===== config.mk =====
export PLATFORM = sky130hd
export DESIGN_NAME = stream_upsizer
export DESIGN_NICKNAME = d
export VERILOG_FILES = /design/src/rtl/stream_upsizer.sv
export SDC_FILE = /design/constraint.sdc
export NUM_CORES = 1
export LEC_CHECK = 0
export BUFFER_PORTS_ARGS = -buffer_cell sky130_fd_sc_hd__buf_2
export CAP_MARGIN = 20
export CORE_AREA = 2 2 135 137
export DETAILED_ROUTE_END_ITERATION = 7
export DIE_AREA = 0 0 137 139
export GPL_ROUTABILITY_DRIVEN = 0
export PLACE_DENSITY = 0.74
export SETUP_SLACK_MARGIN = 0.15
export SLEW_MARGIN = 20
export SYNTH_ARGS = -nofsm -noshare
export SYNTH_HDL_FRONTEND = slang
export SYNTH_SLANG_ARGS = --single-unit

===== constraint.sdc =====
create_clock -name clk -period 2.4 [get_ports clk]
set_input_delay 0.36 -clock clk [delete_from_list [all_inputs] [get_ports clk]]
set_output_delay 0.36 -clock clk [all_outputs]
set_load 0.02 [all_outputs]

===== src/rtl/stream_upsizer.sv =====
// stream_upsizer: packs RATIO consecutive narrow beats into one wide beat.
//
// Lane 0 of a wide word is the first narrow beat and sits in the LSBs. A packet
// whose length is not a multiple of RATIO closes with a partial wide beat: only
// the filled lanes have keep set and the empty lanes read as zero.
//
// Ports:
//   clk        rising-edge clock
//   rst_n      synchronous active-low reset
//   valid_src  narrow beat valid
//   ready_src  narrow beat accepted when valid_src && ready_src
//   src        narrow beat data (W_IN bits)
//   src_last   final narrow beat of a packet
//   valid_dst  wide beat valid (registered)
//   ready_dst  downstream ready
//   dst        wide beat data; lane k = dst[k*W_IN +: W_IN] (registered)
//   dst_keep   per-lane valid mask, always contiguous from bit 0 (registered)
//   dst_last   wide beat holds the final narrow beat of a packet (registered)
module stream_upsizer #(
   parameter int unsigned W_IN  = 32,
   parameter int unsigned RATIO = 4
) (
   input  logic                  clk,
   input  logic                  rst_n,
   input  logic                  valid_src,
   output logic                  ready_src,
   input  logic [W_IN-1:0]       src,
   input  logic                  src_last,
   output logic                  valid_dst,
   input  logic                  ready_dst,
   output logic [W_IN*RATIO-1:0] dst,
   output logic [RATIO-1:0]      dst_keep,
   output logic                  dst_last
);

   localparam int unsigned W_OUT = W_IN * RATIO;
   localparam int unsigned CW    = (RATIO > 1) ? $clog2(RATIO) : 1;
   localparam logic [CW-1:0] LAST_LANE = CW'(RATIO - 1);

   // Accumulator for the wide word under construction
   logic [CW-1:0]    cnt_q, cnt_d;
   logic [W_OUT-1:0] acc_q, acc_d;
   logic [RATIO-1:0] acc_keep_q, acc_keep_d;

   // Output register
   logic             valid_q, valid_d;
   logic [W_OUT-1:0] dst_q, dst_d;
   logic [RATIO-1:0] keep_q, keep_d;
   logic             last_q, last_d;

   logic             accept;
   logic             completing;
   logic [W_OUT-1:0] merged;
   logic [RATIO-1:0] merged_keep;

   // Accept whenever the output register is empty or drains this cycle.
   assign ready_src  = !valid_q || ready_dst;
   assign accept     = valid_src && ready_src;
   assign completing = (cnt_q == LAST_LANE) || src_last;

   // Accumulator with lane cnt replaced by src; lanes above cnt forced to zero.
   // Serves both as the next accumulator value and as the emitted wide word.
   always_comb begin
      merged      = '0;
      merged_keep = '0;
      for (int k = 0; k < int'(RATIO); k++) begin
         if (CW'(k) < cnt_q) begin
            merged[k*W_IN +: W_IN] = acc_q[k*W_IN +: W_IN];
            merged_keep[k]         = acc_keep_q[k];
         end else if (CW'(k) == cnt_q) begin
            merged[k*W_IN +: W_IN] = src;
            merged_keep[k]         = 1'b1;
         end
      end
   end

   always_comb begin
      cnt_d      = cnt_q;
      acc_d      = acc_q;
      acc_keep_d = acc_keep_q;
      valid_d    = valid_q;
      dst_d      = dst_q;
      keep_d     = keep_q;
      last_d     = last_q;

      if (valid_q && ready_dst) begin
         valid_d = 1'b0;
      end

      if (accept) begin
         if (completing) begin
            // A completing accept reloads the output register even while the
            // previous beat drains, giving back-to-back wide beats.
            dst_d      = merged;
            keep_d     = merged_keep;
            last_d     = src_last;
            valid_d    = 1'b1;
            acc_d      = '0;
            acc_keep_d = '0;
            cnt_d      = '0;
         end else begin
            acc_d      = merged;
            acc_keep_d = merged_keep;
            cnt_d      = cnt_q + CW'(1);
         end
      end
   end

   always_ff @(posedge clk) begin
      if (!rst_n) begin
         cnt_q      <= '0;
         acc_q      <= '0;
         acc_keep_q <= '0;
         valid_q    <= 1'b0;
         dst_q      <= '0;
         keep_q     <= '0;
         last_q     <= 1'b0;
      end else begin
         cnt_q      <= cnt_d;
         acc_q      <= acc_d;
         acc_keep_q <= acc_keep_d;
         valid_q    <= valid_d;
         dst_q      <= dst_d;
         keep_q     <= keep_d;
         last_q     <= last_d;
      end
   end

   assign valid_dst = valid_q;
   assign dst       = dst_q;
   assign dst_keep  = keep_q;
   assign dst_last  = last_q;

endmodule


[After elaboration in Yosys (flattened, before gate mapping)]
Cells that the tools add are included.
Storage, ports and cells
  input port bits: 37
  bits in registers: 268
  word-level logic and storage cells: 45
Operators by class
  add/subtract/negate cells: 1
  equality and inequality tests: 4
  reduce and logical (&&, ||, !) cells: 7
  order comparisons: 4
  muxes and demuxes: 22
Operators with widths (number)
  2-to-1 mux 32 bit: 8
  2-to-1 mux 128 bit: 1
  2-to-1 mux 1 bit: 11
  equality test 2 bit (first input constant): 2
  < comparator 1 x 2 -> 1 bit (first input constant): 2
  < comparator 2 bit (first input constant): 2
  2-to-1 mux 4 bit: 1
  adder 2 x 1 -> 2 bit (second input constant): 1
  equality test 1 x 2 -> 1 bit (first input constant): 1
  equality test 2 bit (second input constant): 1
  logical AND 1 bit: 2
  zero test 2 bit: 1
  logical OR 1 bit: 2
  2-to-1 mux 2 bit: 1
  AND reduction 2 bit: 1
  zero test 1 bit: 1

[Depth between registers and ports, before layout]
Gate-level depths: netlist of the first run.
  depth in word-level cells: 4
  depth in mapped cells: 9
  gate-level depth less buffers: 5

[Worst setup path before layout of the first run]
No wires, ideal clock.
  kind: reg2reg
  start point: register cnt_q[1]
  end point: register dst_q[10] (netlist: dst[10])
  buffers on the path: 4
  stages on the path, launching flop included: 9
  path slack: 0.581 ns
  arrival time: 1.685 ns
  period minus slack after synthesis: 1.819 ns
  cell sequence: dfxtp_1 > clkbuf_2 > inv_1 > buf_2 > ha_1 > buf_2 > buf_2 > mux2i_1 > a211oi_1
Between the ends
  cells in the longest elaborated chain, start to end: 3
  elaborated cells on any way between the ends: 7
  classes of those cells: 1 x order compare; 1 x eq/ne; 2 x mux; 3 x reduce/logical
RTL lines
  from (decl): line 41  | logic [CW-1:0] cnt_q, cnt_d;
  from (signal assigned): line 119  | cnt_q <= cnt_d;
  zero test 2 bit / equality test 2 bit (equally long branches): line 70, 59
  2-to-1 mux 32 bit / logical OR 1 bit (equally long branches): line 70, 59
  2-to-1 mux 32 bit / AND reduction 2 bit (equally long branches)
  to (signal assigned): line 123  | dst_q <= dst_d;
  to (decl): line 47  | logic [W_OUT-1:0] dst_q, dst_d;
Several ways; a longest one is shown, not always the timed one.
A chain may end at the register's enable or synchronous reset.

[Final worst setup path of the first run]
  start point: register valid_q (netlist: valid_dst)
  end point: output ready_src
Between the ends
  cells in the longest elaborated chain, start to end: 2
RTL lines
  from (decl): line 46  | logic valid_q, valid_d;
  from (signal assigned): line 122  | valid_q <= valid_d;
  zero test 1 bit: line 57  | assign ready_src = !valid_q || ready_dst;
  logical OR 1 bit: line 57
  to (decl): line 26  | output logic ready_src,
No other way between the ends.

==> impl_metrics.env, run 1 <==
export IMPL_clock_sinks=235
export IMPL_clk_insertion_delay_late_ps=510
export IMPL_final_util=0.628
export IMPL_drt_wl_total_um=28100
export IMPL_yosysMostFrequentCell="dfxtp_1"
export IMPL_fin_nets=1112
export IMPL_dr_first_iter_drc_count=713
export IMPL_fillers=1479
export IMPL_drv_cap=0
export IMPL_vdd_ir_drop_max_v=0.000622
export IMPL_clockBufferDepth=3
export IMPL_fmax_mhz=499
export IMPL_die_height_um=139
export IMPL_ys_top_cells_by_area="dfxtp_1 (49%), a31oi_1 (8.7%), a211oi_1 (7.8%)"
export IMPL_worst_slew_pin_slew_ps=913
export IMPL_reg2reg_from="cnt_q[0]"
export IMPL_p_seq_frac=0.474
export IMPL_routed_via_density=6.36
export IMPL_finalSetupTns_ps=0
export IMPL_synth_cells=956
export IMPL_synth_top_area_cell="dfxtp_1"
export IMPL_clk_pin_slew_ps=60
export IMPL_fp_row_count=49
export IMPL_grt_pass1_vias=7792
export IMPL_timing_final_crit_share=0.835
export IMPL_p_comb_frac=0.115
export IMPL_power_share_clock=0.411
export IMPL_root_buffer="clkbuf_16"
export IMPL_finalSetupViolations=0
export IMPL_ant_nets=0
export IMPL_antenna_found_initial=1
export IMPL_synth_seq_cells=235
export IMPL_hold_buffers=0
export IMPL_end_kind="output pin"
export IMPL_finClkSkew_ps=9.75
export IMPL_rsz0062_at_grt="false"
export IMPL_rr_worst_depth=6
export IMPL_holdPathEnd="dst[111]"
export IMPL_grt_start_max_net_pins=78
export IMPL_drc=0
export IMPL_status="complete, no violations"
export IMPL_crit_required_ps=2040
export IMPL_leakagePower_uw=0.00455
export IMPL_holdPathStages=2
export IMPL_coreArea_um2=17700
export IMPL_postSynth_asyncResetShare=0
export IMPL_final_max_slew_viol_count=0
export IMPL_hp_class="input port to register"
export IMPL_cts_tree="yes"
export IMPL_synth_top_area_share=0.492
export IMPL_swShare=0.262
export IMPL_synth_edf_count=0
export IMPL_wl_per_cell_um=21.4
export IMPL_reg2reg_slack_ps=420
export IMPL_dp_hpwl_um=17200
export IMPL_fin_hold_ws_ps=153
export IMPL_synth_commonest_cells="dfxtp_1 (235), a31oi_1 (133), a211oi_1 (100), nand2_1 (68), o2bb2ai_1 (63)"
export IMPL_ys_types=35
export IMPL_drive_gt1_frac=0.231
export IMPL_overflow=0
export IMPL_grtUsageTotal=0.283
export IMPL_grt_pass1_wl_um=43100
export IMPL_synth_main_ff_cell="dfxtp_1"
export IMPL_synth_nets=999
export IMPL_worstReg2RegEnd="acc_q[30]"
export IMPL_worstSetupPathType="register to output pin"
export IMPL_dr_pass1_iters=7
export IMPL_post_route_min_period_ps=2000
export IMPL_syn_avg_cell_area_um2=10.0
export IMPL_start_util=0.542
export IMPL_hold_viol_final=0
export IMPL_fp_dieW_um=137
export IMPL_die_area_um2=19000
export IMPL_crit_path_start_kind="register"
export IMPL_ys_seq_area_frac=0.492
export IMPL_power_switching_uw=2280
export IMPL_numCtsBuffers=24
export IMPL_syn_area_um2=9570
export IMPL_critPathArrivalTime_ps=1640
export IMPL_ys_warn_count=0
export IMPL_vias=8381
export IMPL_cts_max_level=1
export IMPL_internal_power_uw=6440
export IMPL_hp_start="src[15]"
export IMPL_path_max_fanout=36
export IMPL_port_buffer_count=171
export IMPL_powerDensity_nw_per_um2=786
export IMPL_ios=172
export IMPL_max_slew_margin_rel=0.391
export IMPL_area_growth_pct=15.9
[power by group through the flow]
stage               Clock [µW]  Sequential (µW)  Combinational [µW]
floorplan                    0             4330                 534
global placement             0             4220                 979
detailed placement           0             4220                 993
CTS                       3600             4140                 995
global route              3770             4150                1070
finish                    3580             4140                1000
[metal layers]
metal	vias to the layer above	track usage	share of wire
li1	3909	-	-
met1	4053	0.382	0.43
met2	371	0.457	0.47
met3	48	0.0442	0.071
met4	0	0.105	0.033
met5	-	0	0
[cells by family (layout without fill, tap and decap cells)]
| logic type | Yosys count | after routing | synth area share |
|---|---|---|---|
| AO/OA/AOI/OAI | 405 | 405 | 0.300 |
| adder cells (fa/ha/maj) | 6 | 6 | 0.00784 |
| buffers and inverters | 121 | 252 | 0.0720 |
| flip-flops | 235 | 235 | 0.492 |
| multiplexers | 36 | 36 | 0.0376 |
| other | 0 | 1 | 0 |
| AND/OR/NAND/NOR | 153 | 153 | 0.0907 |
[critical path, stage by stage, from the launching register on]
cell     delay (ps)
dfxtp_1         330
nor2b_4         320
inv_4           240
buf_2           240
[flip-flops by register name, indices dropped and copies added, names as in the netlist]
name	flops
acc_keep_q	3
acc_q	96
cnt_q	2
dst	128
dst_keep	4
dst_last	1
valid_dst	1
[area by class of cell]
cell class,count,area [µm²],area share
sequential,235,4700,0.424
multi-input combinational,600,4200,0.378
timing repair buffer,203,1120,0.101
clock buffer,38,724,0.0653
tap,229,287,0.0258
clock inverter,6,32.5,0.00293
inverter,5,22.5,0.00203
antenna,1,2.50,0.000226
[worst max path at each step]
stage	start	end	slack, ps	depth (start not counted)
after CTS	cnt_q[0]	dst[76]	250	5
after detailed placement	cnt_q[0]	dst[92]	320	5
after global routing	cnt_q[0]	acc_q[23]	310	6
after global placement	ready_dst	dst[115]	390	6
after floorplan	cnt_q[1]	dst[10]	580	8
final	valid_dst	ready_src	400	3
[stage by stage]
step                setup WS, ps  area [µm²]  instances  total power (µW)
detailed placement           324       10300       1272              5210
global route                 308       11100       1317              8980
finish                       395       11100       1317              8720
floorplan                    581        9570        956              4870
global placement             385       10300       1272              5200
CTS                          246       11100       1316              8730
[cell usage in the layout, fill, tap and decap left out, types with 7 or more instances in the layout]
master / synthesis / layout
a21oi_1: 36 / 36
clkbuf_1: 33 / 8
nand4_1: 7 / 7
a22o_1: 32 / 32
a211oi_1: 100 / 100
dfxtp_1: 235 / 235
o22ai_1: 33 / 33
and3b_1: 31 / 31
clkbuf_16: 0 / 25
and2_1: 33 / 33
mux2i_1: 36 / 36
o2bb2ai_1: 63 / 63
buf_2: 44 / 170
a31oi_1: 133 / 133
buf_4: 23 / 31
nand2_1: 68 / 68
[what timing repair did]
action / CTS / global route
gates resized for setup: 0 / 1
setup buffers: 0 / 0
endpoints found under the setup margin: 0 / 2
Note: power is estimated with default switching activity, not from simulation.
==> inputs of run 2 (changes only) <==
Settings changed: ABC_AREA set to 1, CORE_AREA 2 2 135 137 to 2 2 144 146, DIE_AREA 0 0 137 139 to 0 0 146 148, PLACE_DENSITY 0.74 to 0.71.
Clock period 2.4 ns to 1.8 ns, I/O delays scaled along.
==> impl_metrics.env, run 2 <==
export IMPL_diodes=0
export IMPL_finClkSkew_ps=11.0
export IMPL_yosysMostFrequentCell="nand2_1"
export IMPL_seq_area_um2=4710
export IMPL_synth_cells=1499
export IMPL_worstReg2RegEnd="acc_q[22]"
export IMPL_postSynth_asyncResetShare=0
export IMPL_drive_gt1_frac=0.172
export IMPL_end_kind="output pin"
export IMPL_hold_buffers=0
export IMPL_fmax_mhz=615
export IMPL_synth_top_area_share=0.468
export IMPL_ys_top_cells_by_area="dfxtp_1 (47%), nand2_1 (24%), a21oi_1 (8.5%)"
export IMPL_status="complete, no violations"
export IMPL_ios=172
export IMPL_numCtsBuffers=25
export IMPL_cts_max_level=1
export IMPL_port_buffer_count=171
export IMPL_drt_wl_total_um=31800
export IMPL_fillers=1865
export IMPL_crit_required_ps=1530
export IMPL_area_growth_pct=23.1
export IMPL_drv_cap=0
export IMPL_rsz0062_at_grt="true"
export IMPL_rr_worst_depth=8
export IMPL_fp_dieW_um=146
export IMPL_routed_via_density=5.25
export IMPL_fin_hold_ws_ps=38.7
export IMPL_syn_avg_cell_area_um2=6.71
export IMPL_ant_nets=0
export IMPL_worstSetupPathType="register to output pin"
export IMPL_multi_input_area_um2=4570
export IMPL_layout_common_cells="nand2_1 (629), dfxtp_1 (232), a21oi_1 (170), buf_2 (170), nor2_1 (129)"
export IMPL_hold_viol_final=0
export IMPL_fp_row_count=52
export IMPL_synth_nets=1542
export IMPL_ys_seq_area_frac=0.468
export IMPL_root_buffer="clkbuf_16"
export IMPL_cts_tree="yes"
export IMPL_synth_main_ff_cell="dfxtp_1"
export IMPL_drc=0
export IMPL_largest_reg_flops=128
export IMPL_syn_area_um2=10100
export IMPL_dp_hpwl_um=19400
export IMPL_worst_slew_pin_slew_ps=397
export IMPL_timing_final_crit_share=0.903
export IMPL_dr_first_iter_drc_count=976
export IMPL_clk_insertion_delay_late_ps=530
export IMPL_layout_commonest_cell="nand2_1"
export IMPL_antenna_found_initial=0
export IMPL_die_area_um2=21600
export IMPL_overflow=0
export IMPL_dr_pass1_iters=5
export IMPL_vias=10103
export IMPL_ys_warn_count=0
export IMPL_post_route_min_period_ps=1630
export IMPL_holdPathStages=3
export IMPL_reg2reg_from="cnt_q[1]"
export IMPL_crit_path_start_kind="register"
export IMPL_start_util=0.502
export IMPL_synth_edf_count=0
export IMPL_die_height_um=148
export IMPL_ys_types=22
export IMPL_finalSetupViolations=0
export IMPL_synth_seq_cells=235
export IMPL_grt_start_max_net_pins=90
export IMPL_wl_per_cell_um=16.5
export IMPL_synth_commonest_cells="nand2_1 (630), dfxtp_1 (235), a21oi_1 (170), nor2_1 (129), nand3_1 (99)"
export IMPL_clockBufferDepth=3
export IMPL_leakagePower_uw=0.00585
export IMPL_grt_pass1_wl_um=47800
export IMPL_grt_pass1_vias=8945
export IMPL_finalSetupTns_ps=0
export IMPL_hp_class="input port to register"
export IMPL_coreArea_um2=20000
export IMPL_path_max_fanout=14
export IMPL_reg2reg_slack_ps=220
export IMPL_vdd_ir_drop_max_v=0.000630
export IMPL_critPathArrivalTime_ps=1360
export IMPL_powerDensity_nw_per_um2=1030
export IMPL_fin_nets=1681
export IMPL_final_max_slew_viol_count=0
export IMPL_max_slew_margin_rel=0.735
export IMPL_hp_start="src_last"
export IMPL_clk_pin_slew_ps=60
export IMPL_clock_sinks=235
export IMPL_grtUsageTotal=0.274
export IMPL_holdPathEnd="dst_last"
export IMPL_synth_top_area_cell="dfxtp_1"
==> run 2: cell count changes after synthesis, moves of 33 or more <==
| cell | before | now |
|---|---|---|
| a31oi_1 | 133 | 0 |
| a211oi_1 | 100 | 0 |
| o22ai_1 | 33 | 0 |
| and2_1 | 33 | 0 |
| o2bb2ai_1 | 63 | 0 |
| nor2_1 | 3 | 129 |
| inv_1 | 3 | 72 |
| mux2i_1 | 36 | 0 |
| nand3_1 | 1 | 99 |
| a21oi_1 | 36 | 170 |
| nand2_1 | 68 | 630 |
==> run 2: cells by family after synthesis <==
logic type	share of synthesized area
AND/OR/NAND/NOR	0.357
flip-flops	0.468
buffers and inverters	0.0809
AO/OA/AOI/OAI	0.0868
adder cells (fa/ha/maj)	0.00746
==> run 2: area by class of cell <==
type                            instances  area share
Timing Repair Buffer                  225       0.125
Clock buffer                           30      0.0553
Multi-Input combinational cell       1075       0.369
Tap cell                              270      0.0273
Inverter                               76      0.0239
Clock inverter                         15      0.0189
Sequential cell                       235       0.381
==> run 2: worst max-delay path by stage <==
stage	from	end	depth (start not counted)	slack (ps)
final	valid_dst	ready_src	3	170
after global routing	cnt_q[1]	dst[119]	7	130
after CTS	valid_dst	ready_src	3	160
after detailed placement	cnt_q[0]	dst[6]	8	200
after global placement	ready_dst	dst[50]	9	260
after floorplan	cnt_q[1]	acc_q[49]	9	150
==> run 2: timing repair <==
action | in CTS | in global routing
gates resized for setup | 7 | 10
buffers inserted | 0 | 5
cloned | 1 | 4
setup endpoints to repair | 1 | 82
==> run 2: per-stage QoR <==
step / setup WS, ps / instances / area (µm²) / total power (µW) / util
2_1_floorplan: 152 / 1499 / 10100 / 6510 / -
3_3_place_gp: 261 / 1871 / 11200 / 7030 / 0.560
3_5_place_dp: 200 / 1871 / 11200 / 7040 / 0.560
4_1_cts: 157 / 1917 / 12200 / 12700 / 0.609
5_1_grt: 128 / 1926 / 12400 / 13200 / 0.618
6_report: 174 / 1926 / 12400 / 12800 / 0.618
==> run 2: where the power goes <==
part | internal (µW) | total, µW | switching [µW]
clock network | 3570 | 5730 | 2170
registers | 5380 | 5480 | 99.2
logic | 486 | 1550 | 1060
==> run 2: worst max-delay path, stage by stage, from the launching register on <==
cell and delay (ps):
dfxtp_4 390, nand2_8 110, buf_12 170, buf_4 160
==> run 2: per-layer routing <==
metal / vias up / global-route usage / part of all wire
li1: 4985 / - / -
met1: 4621 / 0.377 / 0.41
met2: 434 / 0.434 / 0.45
met3: 63 / 0.0497 / 0.10
met4: 0 / 0.101 / 0.036
met5: - / 0 / 0
